$ cat config.mk
export PLATFORM = sky130hd
export DESIGN_NAME = rtc_time_setter
export DESIGN_NICKNAME = d
export VERILOG_FILES = /design/src/rtl/rtc_pkg.sv /design/src/rtl/btn_debounce.sv /design/src/rtl/rtc_time_setter.sv
export SDC_FILE = /design/constraint.sdc
export NUM_CORES = 1
export LEC_CHECK = 0
export CELL_PAD_IN_SITES_DETAIL_PLACEMENT = 1
export CELL_PAD_IN_SITES_GLOBAL_PLACEMENT = 1
export CORE_ASPECT_RATIO = 1.2
export CORE_MARGIN = 4
export CORE_UTILIZATION = 32
export CTS_BUF_LIST = sky130_fd_sc_hd__clkbuf_4 sky130_fd_sc_hd__clkbuf_8 sky130_fd_sc_hd__clkbuf_16
export CTS_CLUSTER_SIZE = 30
export DETAILED_ROUTE_END_ITERATION = 8
export PLACE_DENSITY_LB_ADDON = 0.1
export SYNTH_ARGS = -nofsm -noshare
export SYNTH_HDL_FRONTEND = slang
export SYNTH_SLANG_ARGS = --single-unit
$ cat constraint.sdc
create_clock -name clk -period 2.05 [get_ports clk]
set_input_delay 0.205 -clock clk [delete_from_list [all_inputs] [get_ports clk]]
set_output_delay 0.205 -clock clk [all_outputs]
set_load 0.05 [all_outputs]
$ cat src/rtl/rtc_pkg.sv
// Shared types, constants and BCD helpers for the RTC time setter.
// Latency: n/a (package only).
// Backpressure: n/a (package only).
package rtc_pkg;

    // Two-digit packed BCD: tens in [7:4], units in [3:0].
    typedef logic [7:0] bcd2_t;

    // FSM state encodings.
    typedef logic [2:0] state_t;
    localparam state_t IDLE     = 3'd0;
    localparam state_t SET_HOUR = 3'd1;
    localparam state_t SET_MIN  = 3'd2;
    localparam state_t SET_SEC  = 3'd3;
    localparam state_t COMMIT   = 3'd4;

    // field_sel encodings, consumed by the display blink logic.
    localparam logic [1:0] FS_NONE = 2'd0;
    localparam logic [1:0] FS_HOUR = 2'd1;
    localparam logic [1:0] FS_MIN  = 2'd2;
    localparam logic [1:0] FS_SEC  = 2'd3;

    localparam bcd2_t HOUR_MAX    = 8'h23;
    localparam bcd2_t MIN_SEC_MAX = 8'h59;

    // BCD +1 with wrap to 00 once max_v is reached.
    function automatic bcd2_t bcd_inc(input bcd2_t v, input bcd2_t max_v);
        if (v >= max_v)
            return 8'h00;
        if (v[3:0] >= 4'd9)
            return {v[7:4] + 4'd1, 4'h0};
        return {v[7:4], v[3:0] + 4'd1};
    endfunction

    // Snapshot filter: anything that is not legal BCD or exceeds max_v
    // becomes 00. Valid BCD compares correctly as a plain binary number.
    function automatic bcd2_t bcd_sanitize(input bcd2_t v, input bcd2_t max_v);
        if (v[3:0] > 4'd9 || v[7:4] > 4'd9 || v > max_v)
            return 8'h00;
        return v;
    endfunction

endpackage

$ cat src/rtl/btn_debounce.sv
// Raw push-button to single-cycle press pulse: 2-flop synchronizer, debounce, rising-edge detect.
// Latency: 2 + DEBOUNCE_CYCLES clk cycles from raw edge to press_pulse.
// Backpressure: none; a held button gives exactly one pulse.
// Ports: clk, rst (sync, active-high), btn_raw (async input), press_pulse (1-cycle output).
module btn_debounce #(
    parameter int DEBOUNCE_CYCLES = 4
) (
    input  logic clk,
    input  logic rst,
    input  logic btn_raw,
    output logic press_pulse
);

    localparam int CW = (DEBOUNCE_CYCLES > 1) ? $clog2(DEBOUNCE_CYCLES) : 1;
    localparam logic [CW-1:0] CNT_LAST = CW'(DEBOUNCE_CYCLES - 1);

    logic          sync_q1;
    logic          sync_q2;
    logic          level_q;
    logic [CW-1:0] cnt_q;

    always_ff @(posedge clk) begin
        if (rst) begin
            sync_q1     <= 1'b0;
            sync_q2     <= 1'b0;
            level_q     <= 1'b0;
            cnt_q       <= '0;
            press_pulse <= 1'b0;
        end else begin
            sync_q1     <= btn_raw;
            sync_q2     <= sync_q1;
            press_pulse <= 1'b0;
            // cnt_q counts consecutive samples that disagree with the
            // accepted level; any agreeing sample restarts the run.
            if (sync_q2 == level_q) begin
                cnt_q <= '0;
            end else if (cnt_q == CNT_LAST) begin
                level_q     <= sync_q2;
                cnt_q       <= '0;
                press_pulse <= sync_q2;
            end else begin
                cnt_q <= cnt_q + CW'(1);
            end
        end
    end

endmodule

$ cat src/rtl/rtc_time_setter.sv
// Button-driven editor for RTC hours/minutes/seconds; offers the edited time to the RTC over valid/ready.
// Latency: set_* update 1 cycle after a debounced press pulse; load completes on the load_valid && load_ready cycle.
// Backpressure: load_valid and set_* hold in COMMIT until load_ready; presses are ignored meanwhile.
// Ports: clk, rst (sync, active-high), btn_mode/btn_inc (raw buttons), cur_* (live BCD time),
//        set_* (edited BCD time), field_sel/editing (display), load_valid/load_ready (load handshake).
// Build option: define RTC_SET_TIMEOUT_EN to abandon an idle edit after TIMEOUT_CYCLES cycles.
module rtc_time_setter
    import rtc_pkg::*;
#(
    parameter int DEBOUNCE_CYCLES = 4,
    parameter int TIMEOUT_CYCLES  = 1000000
) (
    input  logic       clk,
    input  logic       rst,
    input  logic       btn_mode,
    input  logic       btn_inc,
    input  logic [7:0] cur_hour,
    input  logic [7:0] cur_min,
    input  logic [7:0] cur_sec,
    output logic [7:0] set_hour,
    output logic [7:0] set_min,
    output logic [7:0] set_sec,
    output logic [1:0] field_sel,
    output logic       editing,
    output logic       load_valid,
    input  logic       load_ready
);

    logic   mode_pulse;
    logic   inc_pulse;
    logic   timed_out;
    state_t state_q;
    bcd2_t  hour_q;
    bcd2_t  min_q;
    bcd2_t  sec_q;

    btn_debounce #(.DEBOUNCE_CYCLES(DEBOUNCE_CYCLES)) u_db_mode (
        .clk         (clk),
        .rst         (rst),
        .btn_raw     (btn_mode),
        .press_pulse (mode_pulse)
    );

    btn_debounce #(.DEBOUNCE_CYCLES(DEBOUNCE_CYCLES)) u_db_inc (
        .clk         (clk),
        .rst         (rst),
        .btn_raw     (btn_inc),
        .press_pulse (inc_pulse)
    );

`ifdef RTC_SET_TIMEOUT_EN
    localparam int TW = $clog2(TIMEOUT_CYCLES + 1);
    logic [TW-1:0] idle_cnt_q;
    logic          in_set;

    assign in_set    = (state_q == SET_HOUR) || (state_q == SET_MIN) || (state_q == SET_SEC);
    assign timed_out = in_set && (idle_cnt_q == TW'(TIMEOUT_CYCLES));

    // Every SET_* entry is caused by a mode pulse, so clearing on pulses
    // also clears on entry. Held at zero outside SET_* so COMMIT never expires.
    always_ff @(posedge clk) begin
        if (rst || mode_pulse || inc_pulse || !in_set)
            idle_cnt_q <= '0;
        else if (!timed_out)
            idle_cnt_q <= idle_cnt_q + TW'(1);
    end
`else
    logic unused_timeout_cfg;
    assign unused_timeout_cfg = (TIMEOUT_CYCLES == 0);
    assign timed_out          = 1'b0;
`endif

    // Mode is tested before inc in every SET_* state, so a coincident inc is dropped.
    always_ff @(posedge clk) begin
        if (rst) begin
            state_q <= IDLE;
            hour_q  <= 8'h00;
            min_q   <= 8'h00;
            sec_q   <= 8'h00;
        end else begin
            case (state_q)
                IDLE: begin
                    if (mode_pulse) begin
                        hour_q  <= bcd_sanitize(cur_hour, HOUR_MAX);
                        min_q   <= bcd_sanitize(cur_min, MIN_SEC_MAX);
                        sec_q   <= bcd_sanitize(cur_sec, MIN_SEC_MAX);
                        state_q <= SET_HOUR;
                    end
                end
                SET_HOUR: begin
                    if (mode_pulse)     state_q <= SET_MIN;
                    else if (inc_pulse) hour_q  <= bcd_inc(hour_q, HOUR_MAX);
                    else if (timed_out) state_q <= IDLE;
                end
                SET_MIN: begin
                    if (mode_pulse)     state_q <= SET_SEC;
                    else if (inc_pulse) min_q   <= bcd_inc(min_q, MIN_SEC_MAX);
                    else if (timed_out) state_q <= IDLE;
                end
                SET_SEC: begin
                    if (mode_pulse)     state_q <= COMMIT;
                    else if (inc_pulse) sec_q   <= bcd_inc(sec_q, MIN_SEC_MAX);
                    else if (timed_out) state_q <= IDLE;
                end
                COMMIT: begin
                    if (load_ready) state_q <= IDLE;
                end
                default: state_q <= IDLE;
            endcase
        end
    end

    always_comb begin
        field_sel = FS_NONE;
        case (state_q)
            SET_HOUR: field_sel = FS_HOUR;
            SET_MIN:  field_sel = FS_MIN;
            SET_SEC:  field_sel = FS_SEC;
            default:  field_sel = FS_NONE;
        endcase
    end

    assign editing    = (field_sel != FS_NONE);
    assign load_valid = (state_q == COMMIT);
    assign set_hour   = hour_q;
    assign set_min    = min_q;
    assign set_sec    = sec_q;

endmodule

After elaboration in Yosys (flattened, before gate mapping)
Index checks and enable logic that the tools add are counted.

Register bits: 39. Input bits: 29. Output and inout bits: 28. Word-level logic and storage cells: 172.

Add/subtract/negate cells: 8. Magnitude comparators: 15. Eq/ne operators: 22. Mux-type cells: 82. Bitwise operators: 4. Reductions and logical operators: 24.

Operators by type and width (count): 8-bit 2-to-1 mux (27); 8-bit one-hot mux with 2 select lines (3); 1-bit 2-to-1 mux (45); 4-bit by 1-bit adder with 4-bit output, second input constant (6); 4-bit > comparator, second input constant (6); 5-bit AND reduction (4); 8-bit by 7-bit >= comparator with 1-bit output, second input constant (2); 8-bit by 7-bit > comparator with 1-bit output, second input constant (2); 2-bit by 1-bit != test with 1-bit output, second input constant (8); 3-bit 2-to-1 mux (5); 3-bit one-hot mux with 5 select lines (1); 4-bit >= comparator, second input constant (3); 4-bit AND reduction (3); 3-bit OR reduction (4); 3-bit != test, second input constant (3); 8-bit by 6-bit >= comparator with 1-bit output, second input constant (1); 8-bit by 6-bit > comparator with 1-bit output, second input constant (1); 2-bit nonzero test (4); 3-bit by 2-bit == test with 1-bit output, second input constant (2); 1-bit logical OR (6); 2-bit != test, second input constant (3); 2-bit one-hot mux with 3 select lines (1); 2-bit by 1-bit adder with 2-bit output, second input constant (2); 2-bit == test, second input constant (2); 6 further kinds (11).

Depth between registers and ports, before layout
Gate-level depths: netlist of run 1.

Word-level depth: 16. Gate-level depth with buffers: 7.

Modules after synthesis
A second synthesis of run 1 with hierarchy kept.

Cells, all modules: 248. Area, all modules: 2298.5 sq um.

By module, submodules not included: rtc_time_setter (instances 1, cells an instance 218, area each 1895.6 sq um); btn_debounce (instances 2, cells an instance 15, area each 201.4 sq um).

Worst setup path after synthesis of run 1
OpenSTA, ideal clock, no wires.

Kind: register to register. Start point: register min_q[1], in the netlist set_min[1]. End point: register min_q[5], in the netlist set_min[5]. Arrival: 2.286 ns. Setup slack: -0.323 ns. Stages on the path, launching flop included: 8. Path buffers: 0. Clock period less this slack: 2.373 ns. Cell sequence: dfxtp_1 > inv_1 > ha_1 > or3b_1 > a211oi_1 > nand2b_1 > a21oi_1 > a221oi_2.

Cells in the longest elaborated chain, start to end: 10. Elaborated cells between the ends (all ways): 21. Classes of those cells: 2 x order compare; 1 x eq/ne; 17 x mux; 1 x reduce/logical.

Ends and longest elaborated chain: start: declaration (RTL line rtc_time_setter.sv:34) `bcd2_t min_q;`; start signal: assignment (RTL line rtc_time_setter.sv:85) `min_q <= bcd_sanitize(cur_min, MIN_SEC_MAX);`; start signal: assignment (RTL line rtc_time_setter.sv:97) `else if (inc_pulse) min_q <= bcd_inc(min_q, MIN_SEC_MAX);`; 8-bit by 7-bit >= comparator with 1-bit output (RTL line rtc_pkg.sv:28) `if (v >= max_v)`; 1-bit 2-to-1 mux (RTL line rtc_pkg.sv:28); 1-bit 2-to-1 mux (RTL line rtc_time_setter.sv:97); 1-bit 2-to-1 mux (RTL line rtc_time_setter.sv:96) `if (mode_pulse) state_q <= SET_SEC;`; 1-bit 2-to-1 mux (RTL line rtc_time_setter.sv:81) `case (state_q)`; 1-bit 2-to-1 mux (RTL line rtc_time_setter.sv:75) `if (rst) begin`; 8-bit 2-to-1 mux (RTL line rtc_pkg.sv:30) `if (v[3:0] >= 4'd9)`; 8-bit 2-to-1 mux (RTL line rtc_time_setter.sv:97); 8-bit 2-to-1 mux (RTL line rtc_time_setter.sv:96); 8-bit one-hot mux with 2 select lines (RTL line rtc_time_setter.sv:81).

Several ways; a longest one is shown, not always the timed one. The select of a mux whose other input is x is not followed. A chain may end at the register's enable or synchronous reset.

Worst setup path in the final report of run 1
Start point: register sec_q[1], in the netlist set_sec[1]. End point: register sec_q[1], in the netlist set_sec[1].

Cells in the longest elaborated chain, start to end: 12. Elaborated cells between the ends (all ways): 20. Classes of those cells: 1 x add/sub; 2 x order compare; 17 x mux.

Ends and longest elaborated chain: start: declaration (RTL line rtc_time_setter.sv:35) `bcd2_t sec_q;`; start signal: assignment (RTL line rtc_time_setter.sv:86) `sec_q <= bcd_sanitize(cur_sec, MIN_SEC_MAX);`; start signal: assignment (RTL line rtc_time_setter.sv:102) `else if (inc_pulse) sec_q <= bcd_inc(sec_q, MIN_SEC_MAX);`; 4-bit >= comparator (RTL line rtc_pkg.sv:30); 1-bit 2-to-1 mux (2 in series) (RTL line rtc_pkg.sv:30); 1-bit 2-to-1 mux (RTL line rtc_time_setter.sv:102); 1-bit 2-to-1 mux (RTL line rtc_time_setter.sv:101) `if (mode_pulse) state_q <= COMMIT;`; 1-bit 2-to-1 mux (RTL line rtc_time_setter.sv:81); 1-bit 2-to-1 mux (RTL line rtc_time_setter.sv:75); 8-bit 2-to-1 mux (RTL line rtc_pkg.sv:32) `return {v[7:4], v[3:0] + 4'd1};`; 8-bit 2-to-1 mux * (RTL line rtc_pkg.sv:30); 8-bit 2-to-1 mux * (RTL line rtc_time_setter.sv:102); 8-bit 2-to-1 mux * (RTL line rtc_time_setter.sv:101); 8-bit one-hot mux with 2 select lines * (RTL line rtc_time_setter.sv:81).

Mark *: on every way between the ends. The rest lies on a longest branch, timed or not. The select of a mux whose other input is x is not followed.

==> metrics.yaml, run 1 <==
cts_max_level: 2
synth_top_family_by_area: "simple AND/OR/NAND/NOR gates"
place_area_um2: 2860
synth-seq-area-share_pct: 36.1
insertion_delay_ps: 290
layout_min_cycle_time_ps: 1910
power_density_nw_per_um2: 476
maxSlewViolCount: 0
wirelength_um: 5600
synth_area_leader_cell: "dfxtp_1"
rsz0062_at_grt: "no"
synth-xor-area-share_pct: 3.24
worstSetupEndpointType: "flip-flop"
layout_commonest_cell: "clkdlybuf4s50_1"
fmax_mhz: 523
dieArea_um2: 8150
critPathLaunchType: "flip-flop"
viasPerCell: 5.11
fin_ws_ps: 137
muxShareOfSynthArea_pct: 1.85
synthCells: 247
cts_tree: "done"
ys_ff_latch: 39
period_share_pct: 93.3
synth_compound_area_share_pct: 20.3
whs_path_depth: 1
clk_path_buf_depth: 2
worst_slew_pin_slew_ps: 516
grt_antenna_before_repair: 0
synth_flop_cell: "dfxtp_1"
syn_nets: 293
crit-reg2reg-launch: "set_sec[1]"
final_core_util_pct: 45.9
vias: 2013
relSlewSlack_pct: 65.5
drt_iter0_drc: 47
drive_above_1_share_pct: 11.7
synth_area_um2: 2160
die_y_um: 98.1
syn_avg_cell_area_um2: 8.76
post-place-ws_ps: 123
globalplace.congestion: 0.754
r2r_slack_ps: 140
cts.sinks: 39
grt_max_degree: 20
rows: 32
drt_pass1_iterations: 4
final_cell_area_um2: 2970
ios: 57
synth-simple-area-share_pct: 23.8
crit_arrival_ps: 2120
netlist_top_cells_area: "dfxtp_1 36%, ha_1 9.8%, a211oi_1 8.0%, nor2_1 5.7%, a22oi_1 3.1%"
worst-setup-path-type: "reg -> reg"
cts_made_buffers: 5
drc: 0
start_util_pct: 33.4
r2r_cells: 7
fp.coreArea_um2: 6490
grt_pass1_wl_um: 9650
final_cell_mix: "52 x clkdlybuf4s50_1, 35 x dfxtp_1, 33 x nor2_1, 22 x a211oi_1, 17 x ha_1"
worstHoldStart: "u_db_inc.cnt_q[0]"
nNetsFinal: 354
synth_cell_type_count: 47
antenna_cells: 0
crit_fanout: 5
dp_hpwl_um: 4430
leakagePower_uw: 0.00109
portBuffers: 56
async_flop_share_pct: 0
grt_pass1_vias: 2050
hold_viol: 0
grt-ovfl-total: 0
syn2layout_area_growth_pct: 37.4
stdcell_count: 394
status: "finished, final reports clean"
synth_top_area_share_pct: 36.1
die_x_um: 83.1
yosys_warnings: 0
drtAntennaViolNets: 0
clockRootBuffer: "clkbuf_8"
fin_setup_tns_ps: 0
synth_edf_count: 0
required_ps: 2260
min_to: "u_db_inc.cnt_q[0]"
max-cap-violations: 0
synth-adder-area-share_pct: 9.83
r2r_end: "set_sec[1]"
hold_path.class: "reg -> reg"
wl_per_cell_um: 14.2
vdd.ir_drop.worst_mv: 0.383
finalSetupViolations: 0
cts.hold.buffers_added: 0
grt_use_total_pct: 14.2
place_inst: 386
finalClockSkew_ps: 5.83
cts.clk_slew.worst_paths_ps: 90
==> synth_stat cells (all sizes together) (3+ instances only) <==
master and instances:
a211oi 24, a21oi 8, a221oi 3, a22oi 9, buf 3, clkbuf 10
dfxtp 39, ha 17, inv 14, mux2i 4, nand2 3, nand2b 4
nand3 3, nand4 4, nor2 33, nor2b 9, nor3 10, nor3b 6
o21ai 4, or3b 4, xnor2 5, xor2 3
==> sequential cells by signal, indices dropped and copies added (netlist names) <==
signal / flops
u_db_inc.cnt_q: 2
u_db_mode.sync_q2: 1
u_db_inc.sync_q2: 1
set_sec: 8
u_db_mode.cnt_q: 2
u_db_inc.sync_q1: 1
state_q: 3
set_hour: 8
u_db_mode.press_pulse: 1
u_db_inc.press_pulse: 1
u_db_mode.level_q: 1
u_db_inc.level_q: 1
u_db_mode.sync_q1: 1
set_min: 8
==> where the power goes <==
part	total [uW]	internal (uW)	switching (uW)	leakage, uW
combinational	104	63.8	40.4	0.000724
clock	550	245	305	0.0000451
sequential	762	760	2.18	0.000317
==> cells by family after synthesis <==
| family | Yosys count |
|---|---|
| AND/OR/NAND/NOR | 92 |
| AO/OA/AOI/OAI | 60 |
| flip-flops | 39 |
| buffers and inverters | 27 |
| adder cells (fa/ha/maj) | 17 |
| XOR/XNOR | 8 |
| multiplexers | 4 |
==> per-layer routing <==
metal	GRT usage [%]	wire length, um
met1	16.3	2430
met2	25.8	2880
met3	3.63	214
met4	4.15	68
met5	0	0
==> worst max-delay path, cell delays in order, from the launching register on <==
cell,delay [ps]
dfxtp_4,370
inv_1,60
ha_1,170
or3b_2,480
a211oi_4,260
buf_4,170
a22oi_1,80
a211oi_1,240
==> worst max path at each step <==
stage,startpoint,slack [ps],end
floorplan,set_min[1],-0.1,set_min[5]
global placement,state_q[1],170,set_sec[4]
detailed placement,set_sec[1],120,set_sec[1]
CTS,set_sec[1],90,set_sec[1]
global route,state_q[0],20,set_hour[1]
finish,set_sec[1],140,set_sec[1]
==> final cells by class <==
type / instances / area (um2)
clock buffers: 5 / 68.8
well taps: 85 / 106
inverters: 14 / 52.6
flip-flops and latches: 39 / 788
fillers: 795 / 3510
clock inverters: 3 / 22.5
multi-input cells: 181 / 1300
repair buffers: 67 / 633
==> metrics by stage <==
stage,hold WS (ps),power [uW]
after global placement,406,886
after global routing,451,1490
after CTS,432,1440
after detailed placement,415,885
final,428,1420
after floorplan,333,816
==> what timing repair did <==
item | 4_1_cts | 5_1_grt
endpoints found under the setup margin | 0 | 4
resized for setup | 0 | 3
buffers inserted | 0 | 0
(Power assumes the default switching activity.)
==> inputs of run 2 (changes only) <==
- CORE_UTILIZATION: 32 -> 33
- SYNTH_HIERARCHICAL: unset -> 1
==> metrics.yaml, run 2 <==
status: "finished, final reports clean"
worstSetupEndpointType: "output pin"
power_density_nw_per_um2: 452  # -5.0%
fin_setup_tns_ps: 0  # unchanged
vias: 2108  # +4.7%
syn_nets: 294  # +0.34%
wirelength_um: 5990  # +7.1%
multiInputGateArea_um2: 1430  # +10%
ys_ff_latch: 39  # unchanged
synth.most_common_cell: "dfxtp_1"
cts.sinks: 39  # unchanged
worst-setup-path-type: "reg -> out"
relSlewSlack_pct: 65.8  # +0.36 points
fmax_mhz: 523  # about the same
nNetsFinal: 360  # +1.7%
synth-seq-area-share_pct: 34.0  # -2.1 points
layout_min_cycle_time_ps: 1910  # +0.0930 ps
cts_max_level: 2  # unchanged
critPathSlowestCell: "clkdlybuf4s50_1"
rsz0062_at_grt: "no"
place_inst: 393  # +1.8%
grt_pass1_vias: 2192  # +6.9%
synth_area_leader_cell: "dfxtp_1"
crit_arrival_ps: 1710  # -410 ps
netlist_top_cells_count: "39 x dfxtp_1, 22 x nor2_1, 17 x ha_1"
period_share_pct: 93.3  # about the same
globalplace.congestion: 0.730  # -3.1%
netlist_top_cells_area: "dfxtp_1 34%, ha_1 9.3%, a211oi_1 4.9%, nor2_1 3.6%, nor2b_1 2.7%"
drt_iter0_drc: 41  # -13%
cpPeakStageDelay_ps: 880  # +400 ps
die_y_um: 99.4  # +1.4%
leakagePower_uw: 0.00112  # +3.0%
syn2layout_area_growth_pct: 36.7
antenna_cells: 0  # unchanged
worst_slew_pin_slew_ps: 511  # -5.33 ps
cts.hold.buffers_added: 0  # unchanged
die_x_um: 84.2  # +1.3%
required_ps: 1850  # -410 ps
synth_cell_type_count: 55  # +17%
cts_tree: "done"
grt_antenna_before_repair: 0  # unchanged
insertion_delay_ps: 300  # about the same
finalSetupViolations: 0  # unchanged
finalClockSkew_ps: 12.4  # +6.56 ps
grt_use_total_pct: 14.6  # +0.44 points
dp_hpwl_um: 4670  # +5.6%
fp.coreArea_um2: 6810  # +5.0%
crit_chain: "clkdlybuf4s50_1"
drc: 0  # unchanged
synth_edf_count: 0  # unchanged
cts.clk_slew.worst_paths_ps: 80  # about the same
drive_above_1_share_pct: 15.2  # +3.6 points
syn_avg_cell_area_um2: 9.27  # +5.8%
seq_area_um2: 785  # -0.48%
critPathLaunchType: "flip-flop"
crit_fanout: 7  # +2
yosys_warnings: 6  # +6
max-cap-violations: 0  # unchanged
drt_pass1_iterations: 6  # +2
grt_pass1_wl_um: 10200  # +5.9%
cp.buffers_inverters: 1  # -1
post-place-ws_ps: 103  # -19.4 ps
clockRootBuffer: "clkbuf_8"
layout_commonest_cell: "clkdlybuf4s50_1"
viasPerCell: 5.24  # +2.6%
finalPower_uw: 1420  # +0.34%
dieArea_um2: 8370  # +2.7%
ios: 57  # unchanged
synth_area_um2: 2300  # +6.2%
vdd.ir_drop.worst_mv: 0.314  # -18%
grt_max_degree: 22  # +10%
maxSlewViolCount: 0  # unchanged
hold_path.class: "reg -> reg"
cts_made_buffers: 5  # unchanged
synth_flop_cell: "dfxtp_1"
fin_ws_ps: 137  # -0.0930 ps
async_flop_share_pct: 0  # unchanged
hold_viol: 0  # unchanged
start_util_pct: 33.7  # +0.37 points
stdcell_count: 402  # +2.0%
clk_path_buf_depth: 2  # unchanged
synthCells: 248  # +0.40%
wl_per_cell_um: 14.9  # +4.9%
drtAntennaViolNets: 0  # unchanged
grt-ovfl-total: 0  # unchanged
synth_top_area_share_pct: 34.0  # -2.1 points
rows: 33  # +3.1%
path_delay_family: "buffers and inverters"
final_cell_mix: "52 x clkdlybuf4s50_1, 36 x dfxtp_1, 22 x nor2_1, 17 x ha_1"
fillers: 779  # -2.0%
portBuffers: 56  # unchanged
## run 2: stage by stage
step / cell area [um2] / hold slack [ps] / utilization, %
after floorplan: 2310 / 277 / -
after detailed placement: 3040 / 427 / 44.6
after CTS: 3130 / 446 / 45.9
final: 3140 / 445 / 46.1
after global routing: 3140 / 460 / 46.1
after global placement: 3040 / 419 / 44.6
## run 2: routing by layer
layer  vias to the layer above  global-route usage [%]  part of all wire (%)
met3                         6                    3.73                   5.3
met4                         0                    3.71                  0.93
met2                        45                    24.8                    47
met1                      1006                    18.5                    47
li1                       1051                       -                     -
met5                         -                       0                     0
## run 2: worst paths after layout
path	cells after the start	slack, ps	startpoint	end
worst min-delay path	1	440	u_db_mode/sync_q1	u_db_mode/sync_q2
worst max register to register	7	150	set_min[1]	set_min[5]
worst min register to register	1	440	u_db_mode/sync_q1	u_db_mode/sync_q2
worst max-delay path	1	140	set_min[6]	set_min[6]
## run 2: layout make-up
class / count / area share (%)
flip-flops and latches: 39 / 25.0
clock inverters: 3 / 0.757
well taps: 87 / 3.46
inverters: 15 / 1.79
repair buffers: 68 / 21.2
multi-input cells: 185 / 45.6
clock buffers: 5 / 2.19
## run 2: worst register-to-register path, delay by kind of cell (launching register included)
kind | cells | cell delay, ps
fa+ha+maj | 1 | 170
buf+inv | 1 | 60
simple gates | 2 | 630
compound gates | 3 | 610
flops | 1 | 360
## run 2: report_power, final
part           switching (uW)  leakage [uW]  total [uW]  internal [uW]
clock                     301     0.0000408         544            243
sequential               2.30      0.000317         764            762
combinational            46.6      0.000761         114           66.9
total                     350       0.00112        1420           1070
## run 2: cells by family (layout without fill, tap and decap cells)
family / Yosys count / in the layout / share of synthesized area (%)
XOR/XNOR: 7 / 7 / 2.67
AND/OR/NAND/NOR: 90 / 90 / 25.3
flip-flops: 39 / 39 / 34.0
multiplexers: 3 / 3 / 1.31
buffers and inverters: 24 / 91 / 4.14
AO/OA/AOI/OAI: 68 / 68 / 23.4
adder cells (fa/ha/maj): 17 / 17 / 9.25
## run 2: what timing repair did
action,in CTS,in global routing
endpoints found under the setup margin,0,4
buffers inserted,0,1
resized for setup,0,2
==> inputs of run 3 (changes only) <==
- CTS_CLUSTER_SIZE: 30 -> 24
==> results of run 3 <==
Same layout as run 2: the final DEF is identical, and so are final timing and power.
